`config.mk`:
```
export PLATFORM = sky130hd
export DESIGN_NAME = cayde_fetch
export DESIGN_NICKNAME = d
export VERILOG_FILES = /design/src/rtl/cayde_fetch.sv
export SDC_FILE = /design/constraint.sdc
export NUM_CORES = 1
export LEC_CHECK = 0
export CELL_PAD_IN_SITES_DETAIL_PLACEMENT = 1
export CELL_PAD_IN_SITES_GLOBAL_PLACEMENT = 1
export CORE_ASPECT_RATIO = 0.6
export CORE_UTILIZATION = 41
export DETAILED_ROUTE_END_ITERATION = 8
export PLACE_DENSITY_LB_ADDON = 0.1
export SLEW_MARGIN = 15
export SYNTH_ARGS = -nofsm -noshare
export SYNTH_HDL_FRONTEND = slang
export SYNTH_SLANG_ARGS = --single-unit
```
`constraint.sdc`:
```
create_clock -name clk_in -period 6.9 [get_ports clk_in]
set_clock_uncertainty 0.15 [all_clocks]
set_input_delay 2.07 -clock clk_in [delete_from_list [all_inputs] [get_ports clk_in]]
set_output_delay 2.07 -clock clk_in [all_outputs]
set_load 0.005 [all_outputs]
```
`src/rtl/cayde_fetch.sv`:
```
// cayde instruction-fetch stage: PC, imem request credit,
// response FIFO and redirect-time drop of stale responses.
module cayde_fetch #(
  parameter logic [31:0] RESET_PC = 32'h0000_0000,
  parameter int unsigned DEPTH    = 2
) (
  input  logic        clk_in,
  input  logic        rst_in,
  output logic        imem_req_valid_out,
  input  logic        imem_req_ready_in,
  output logic [31:0] imem_req_addr_out,
  input  logic        imem_rsp_valid_in,
  input  logic [31:0] imem_rsp_data_in,
  input  logic        imem_rsp_err_in,
  input  logic        redirect_valid_in,
  input  logic [31:0] redirect_pc_in,
  output logic        instr_valid_out,
  input  logic        instr_ready_in,
  output logic [31:0] instr_out,
  output logic [31:0] pc_out,
  output logic        fetch_err_out
);

  localparam int unsigned AW = $clog2(DEPTH);
  localparam int unsigned CW = AW + 1;
  localparam logic [CW:0] CAP = (CW+1)'(DEPTH);

  typedef struct packed {
    logic [31:0] instr;
    logic [31:0] pc;
    logic        err;
  } entry_t;

  entry_t        mem_q [DEPTH];
  entry_t        head;
  logic [31:0]   pc_q, pc_d;
  logic [31:0]   rsp_pc_q, rsp_pc_d;
  logic [CW-1:0] cnt_q, cnt_d;
  logic [CW-1:0] out_q, out_d;
  logic [CW-1:0] drop_q, drop_d;
  logic [AW-1:0] wr_q, wr_d;
  logic [AW-1:0] rd_q, rd_d;
  logic          live_q;
  logic [CW:0]   used;
  logic [31:0]   tgt;
  logic          fire, push, pop, head_v;

  // outstanding counts dropped responses too, so credit covers them
  assign used = {1'b0, cnt_q} + {1'b0, out_q};
  assign tgt  = redirect_pc_in & 32'hFFFF_FFFC;

  assign imem_req_valid_out = live_q && !rst_in &&
                              !redirect_valid_in && (used < CAP);
  assign imem_req_addr_out  = pc_q;

  assign fire   = imem_req_valid_out && imem_req_ready_in;
  assign head_v = (cnt_q != '0) && !rst_in;
  assign push   = imem_rsp_valid_in && (drop_q == '0) &&
                  !redirect_valid_in;
  assign pop    = head_v && instr_ready_in && !redirect_valid_in;
  assign head   = mem_q[rd_q];

  assign instr_valid_out = head_v;
  assign instr_out       = head_v ? head.instr : '0;
  assign pc_out          = head_v ? head.pc    : '0;
  assign fetch_err_out   = head_v ? head.err   : 1'b0;

  always_comb begin
    pc_d     = pc_q;
    rsp_pc_d = rsp_pc_q;
    cnt_d    = cnt_q;
    drop_d   = drop_q;
    wr_d     = wr_q;
    rd_d     = rd_q;
    out_d    = out_q + CW'(fire) - CW'(imem_rsp_valid_in);
    if (redirect_valid_in) begin
      pc_d     = tgt;
      rsp_pc_d = tgt;
      cnt_d    = '0;
      wr_d     = '0;
      rd_d     = '0;
      drop_d   = out_q - CW'(imem_rsp_valid_in);
    end else begin
      if (fire)
        pc_d = pc_q + 32'd4;
      if (imem_rsp_valid_in && (drop_q != '0))
        drop_d = drop_q - CW'(1);
      if (push) begin
        rsp_pc_d = rsp_pc_q + 32'd4;
        wr_d     = wr_q + AW'(1);
      end
      if (pop)
        rd_d = rd_q + AW'(1);
      cnt_d = cnt_q + CW'(push) - CW'(pop);
    end
  end

  always_ff @(posedge clk_in) begin
    if (rst_in) begin
      pc_q     <= RESET_PC;
      rsp_pc_q <= RESET_PC;
      cnt_q    <= '0;
      out_q    <= '0;
      drop_q   <= '0;
      wr_q     <= '0;
      rd_q     <= '0;
      live_q   <= 1'b0;
    end else begin
      pc_q     <= pc_d;
      rsp_pc_q <= rsp_pc_d;
      cnt_q    <= cnt_d;
      out_q    <= out_d;
      drop_q   <= drop_d;
      wr_q     <= wr_d;
      rd_q     <= rd_d;
      live_q   <= 1'b1;
    end
  end

  always_ff @(posedge clk_in) begin
    if (push && !rst_in)
      mem_q[wr_q] <= '{instr: imem_rsp_data_in,
                       pc:    rsp_pc_q,
                       err:   imem_rsp_err_in};
  end

endmodule

```
======== After elaboration in Yosys (flattened, before gate mapping) ========
Memory sizes are Yosys's and may differ from the RTL's. A register that Yosys moved wholly into a read port is not among the register bits.
Cells that the tools add are included.
word-level totals
  memory bits (writable) .................. 130
  register bits after elaboration ......... 73
  memories kept ........................... 1
  output and inout bits ................... 99
  logic and storage cells ................. 57
  input bits .............................. 71
memories
  memory  depth  width  rd ports  clocked after Yosys merged registers in  write ports  line  source
  mem_q   2      65     1         1                                        1            34    entry_t mem_q [DEPTH];
operators by class
  reductions and logical operators ........ 20
  $lt $le $gt $ge ......................... 1
  multiplexer cells ....................... 14
  add/subtract/negate cells ............... 11
operator list
  cell                                                        count
  2-to-1 mux 32 bit                                           6
  adder 32 x 3 -> 32 bit, second input constant               2
  logical AND 1 bit                                           11
  nonzero test 2 bit                                          5
  2-to-1 mux 1 bit                                            6
  subtractor 2 x 1 -> 2 bit                                   3
  adder 2 x 1 -> 2 bit                                        2
  2-to-1 mux 2 bit                                            2
  adder 2 x 2 -> 3 bit                                        1
  less-than comparator 3 x 2 -> 1 bit, second input constant  1
  adder 1 bit, second input constant                          2
  logical NOT 1 bit                                           2
  logical NOT 2 bit                                           1
  OR reduction 2 bit                                          1
  subtractor 2 x 1 -> 2 bit, second input constant            1

======== Logic depth before layout (Yosys ltp) ========
  depth after elaboration ................. 7
  mapped depth ............................ 12
  gate-level depth less buffers ........... 10

======== Worst setup path before layout ========
No wires, ideal clock.
  kind .................................... input-to-reg
  from .................................... input imem_rsp_valid_in
  to ...................................... memory mem_q[0][0] in the netlist's numbering, enable pin
  buffers on the path ..................... 1
  path slack .............................. 1.047 ns
  cell stages on the path ................. 4
  required time ........................... 6.266 ns
  arrival time ............................ 5.219 ns
  setup time .............................. 0.484 ns
  cells stage by stage .................... and2_1 > clkbuf_1 > nand2_1 > nor2_1
on the way
  longest elaborated chain between the ends .. 5
RTL lines
  element                                 line  source
  start: declaration                      12    input logic imem_rsp_valid_in,
  logical AND 1 bit (2 in a row)          58    assign push = imem_rsp_valid_in && (drop_q == '0) &&
  logical AND 1 bit                       121   if (push && !rst_in)
  2-to-1 mux 1 bit                        121
  2-to-1 mux 1 bit (implied by the code)  122   mem_q[wr_q] <= '{instr: imem_rsp_data_in,
  end: declaration                        34
No other way between the ends.

======== Final worst setup path ========
  from .................................... input rst_in
  to ...................................... output pc_out[31]
on the way
  longest elaborated chain between the ends .. 3
RTL lines
  element             line  source
  start: declaration  8     input logic rst_in,
  logical NOT 1 bit   57    assign head_v = (cnt_q != '0) && !rst_in;
  logical AND 1 bit   57
  2-to-1 mux 32 bit   65    assign pc_out = head_v ? head.pc : '0;
  end: declaration    20    output logic [31:0] pc_out,
No other way between the ends.

==> summary.md <==
| Metric | Value |
|---|---|
| Status | finished clean |
| Slew Limit Fails | 0 |
| Largest net degree at the start of global routing | 73 |
| Most frequent cell after synthesis | edfxtp_1 |
| Die area | 21,430 sq um |
| Drt initial violations | 340 |
| Top_reg_cell synth | edfxtp_1 |
| Num CTS Buffers | 17 |
| Core Footprint | 20,220 sq um |
| CP max stage delay | 0.48 ns |
| Fmax achieved | 158.5 MHz |
| Max FO, Critical Path | 35 |
| Die Wd | 188.3 microns |
| Post-Syn Area per Cell | 11.96 sq um |
| Wire per inst | 19.33 microns |
| Leading area contributor after synthesis | edfxtp_1 |
| Synth Warn # | 0 |
| CTS root buf | clkbuf_16 |
| Synth top cells by count | edfxtp_1 (126), nor2_1 (87), dfxtp_1 (70) |
| Post-CTS sizing | 0 |
| Most frequent CP cell | clkdlybuf4s50_1 |
| CTS tree | done |
| CP arrival | 4.09 ns |
| Gr usage total | 0.2137 |
| Share of post-route cells with drive strength above 1 | 0.05795 |
| RSZ-0062 raised after global routing | false |
| CTS max path bufs | 2 |
| I/O Buffers | 163 |
| Nets | 947 |
| Antenna diodes | 0 |
| # DRC | 0 |
| Area delta synth->final | 29.15% |
| Worst hold slack | 0.3195 ns |
| Setup TNS Final | 0 ns |
| Multi-input gate area | 3127 sq um |
| Worst hold path type | reg2reg |
| Synth area leaders | edfxtp_1 (44%), dfxtp_1 (16%), mux2i_1 (7.4%), nor2_1 (3.8%), xnor2_1 (3.3%) |
| Min-delay src | rsp_pc_q[13] |
| Final WL | 22,290 microns |
| Max-Cap Viols | 0 |
| Reg area | 5189 sq um |
| Worst-margin pin slew | 1.022 ns |
| Sink Count | 196 |
| Register area share after synthesis | 0.6071 |
| Vias per cell | 5.329 |
| Critical path cell sequence | clkdlybuf4s50_1 -> inv_1 -> o21ai_4 -> buf_4 -> nor2_1 -> clkdlybuf4s50_1 |
| Tot Pwr | 2561 uW |
| Crit end category | primary output |
| Leakage | 0.003555 uW |
| FILL cells | 2,134 |
| Final setup fails | 0 |
| Post-synth EDFFs | 126 |
| CP Class | in2out |
| Relative slew slack | 0.3161 |
| Reg-to-reg startpoint | cnt_q[0] |
| Count of unique library cells instantiated by Yosys | 49 |
| Slowest stage cell on the critical path | clkdlybuf4s50_1 |
| Routed via count | 6,144 |
| FF+latch count, synth | 196 |
| Initial core utilization | 0.4224 |
| Worst-Skew Late Latency | 0.43 ns |
| CTS HTree Levels | 4 |
| Post-CTS Setup Bufs | 0 |
| Placer Congestion | 0.8033 |
| Initial DRT Pass Iterations | 5 |
| Count of final hold-check violations | 0 |
| CP Launch Point | rst_in |
| CP Launch Type | primary input |
| Die Y | 113.8 microns |
| I/O pins | 170 |
| Final HPWL DP | 15,610 microns |
| Post-route ant nets | 0 |
| Vias in the first global route | 6,390 |
| Initial antenna violation count | 0 |
| Post-CTS Hold Fix Bufs | 0 |
| Post-synth ARST share | 0 |
| First-pass GRT wire length | 34,990 microns |
| Post-Synthesis Cells | 714 |
| Peak supply drop | 152.8 uV |
| Clk pin slew, worst setup/hold paths | 0.07 ns |
| # rows | 40 |
| Synth top area share | 0.4430 |
| Pwr dens | 232.2 nW/um^2 |
| Netlist Area Pre-Place | 8541 sq um |
| Worst endpoint required time | 4.68 ns |
| Final min period | 6.309 ns |
| Global route overflow | 0 |
| Final cycle utilization of the critical path | 0.9143 |
==> cell type report <==
class,count,area share
Sequential cell,196,0.4704
Multi-Input combinational cell,459,0.2835
Timing Repair Buffer,174,0.1554
Clock buffer,19,0.03925
Tap cell,273,0.03097
Clock inverter,13,0.01407
Inverter,19,0.006466
==> through the flow <==
stage          utilization  instances  instance area, sq um  setup slack (ns)
6_report            0.5455       1153                 11030            0.5911
5_1_grt             0.5455       1153                 11030            0.4592
4_1_cts             0.5455       1153                 11030            0.5683
3_5_place_dp        0.5165       1121                 10440            0.5857
3_3_place_gp        0.5165       1121                 10440            0.6652
2_1_floorplan            -        717                  8552             1.047
==> state kept, by name (all words and copies together) (netlist names), named ones only <==
name               count
imem_req_addr_out     30
wr_q                   1
out_q                  2
cnt_q                  2
rd_q                   1
mem_q                126
live_q                 1
rsp_pc_q              30
drop_q                 2
==> report_power, final <==
| group | internal (uW) | leakage (uW) | switching (uW) |
|---|---|---|---|
| Combinational | 115 | 0.00154 | 101 |
| Clock | 570 | 0.000285 | 436 |
| Sequential | 1290 | 0.00173 | 46.2 |
==> cell families (layout without fill, tap and decap cells) <==
family                   Yosys count  in the layout  synth area share
AND/OR/NAND/NOR                  222            222            0.1314
flip-flops                       196            196            0.6071
AO/OA/AOI/OAI                    106            106           0.08629
multiplexers                      63             63           0.07383
buffers and inverters             62            225           0.03047
XOR/XNOR                          55             55           0.05640
adder cells (fa/ha/maj)            9              9           0.01406
other                              1              4         0.0004391
==> worst max-delay path: cells and delay by family <==
| family | cells | cell delay [ns] |
|---|---|---|
| AND/OR/NAND/NOR | 1 | 0.11 |
| AO/OA/AOI/OAI | 1 | 0.36 |
| buffers and inverters | 4 | 1.50 |
==> routing by layer <==
layer	routed length (microns)	GRT usage	vias to the layer above
met5	0	0	-
met4	167	0.05591	0
met3	979	0.03938	11
met2	10970	0.3577	148
met1	10170	0.2878	3073
li1	-	-	2912
==> cells in the final DEF (no fill, tap or decap), types with 2 or more instances in the layout <==
| master | netlist | layout |
|---|---|---|
| clkdlybuf4s50_1 | 0 | 163 |
| nand3_1 | 22 | 22 |
| a21oi_1 | 14 | 14 |
| nor4_1 | 10 | 10 |
| o21ai_0 | 10 | 10 |
| or3_1 | 2 | 2 |
| a211oi_1 | 14 | 14 |
| nand4_1 | 19 | 19 |
| and2_1 | 6 | 6 |
| mux2i_1 | 63 | 63 |
| nor2b_1 | 2 | 2 |
| nand2_1 | 26 | 26 |
| bufinv_16 | 0 | 3 |
| nor2_1 | 87 | 86 |
| nor3_1 | 19 | 19 |
| clkinvlp_4 | 0 | 2 |
| o21a_1 | 16 | 16 |
| xor2_1 | 23 | 23 |
| and4_1 | 10 | 10 |
| a31oi_1 | 9 | 9 |
| edfxtp_1 | 126 | 126 |
| buf_4 | 5 | 11 |
| ha_1 | 8 | 8 |
| clkinv_1 | 0 | 2 |
| a21boi_0 | 25 | 25 |
| and3_1 | 8 | 7 |
| xnor2_1 | 32 | 32 |
| nand2b_1 | 2 | 2 |
| o22ai_1 | 3 | 3 |
| conb_1 | 1 | 4 |
| dfxtp_1 | 70 | 69 |
| inv_6 | 0 | 2 |
| o31a_1 | 9 | 9 |
| clkbuf_16 | 0 | 17 |
| clkbuf_1 | 27 | 2 |
| clkinv_2 | 0 | 4 |
| inv_1 | 19 | 18 |
==> path summary, 6_finish.rpt <==
kind	endpoint	slack, ns	depth (start not counted)
worst max-delay path	pc_out[31]	0.59	6
worst min-delay path	mem_q[1][14]	0.32	0
worst max register to register	out_q[1]	3.86	11
worst min register to register	mem_q[1][14]	0.32	0
(Power assumes the default switching activity.)
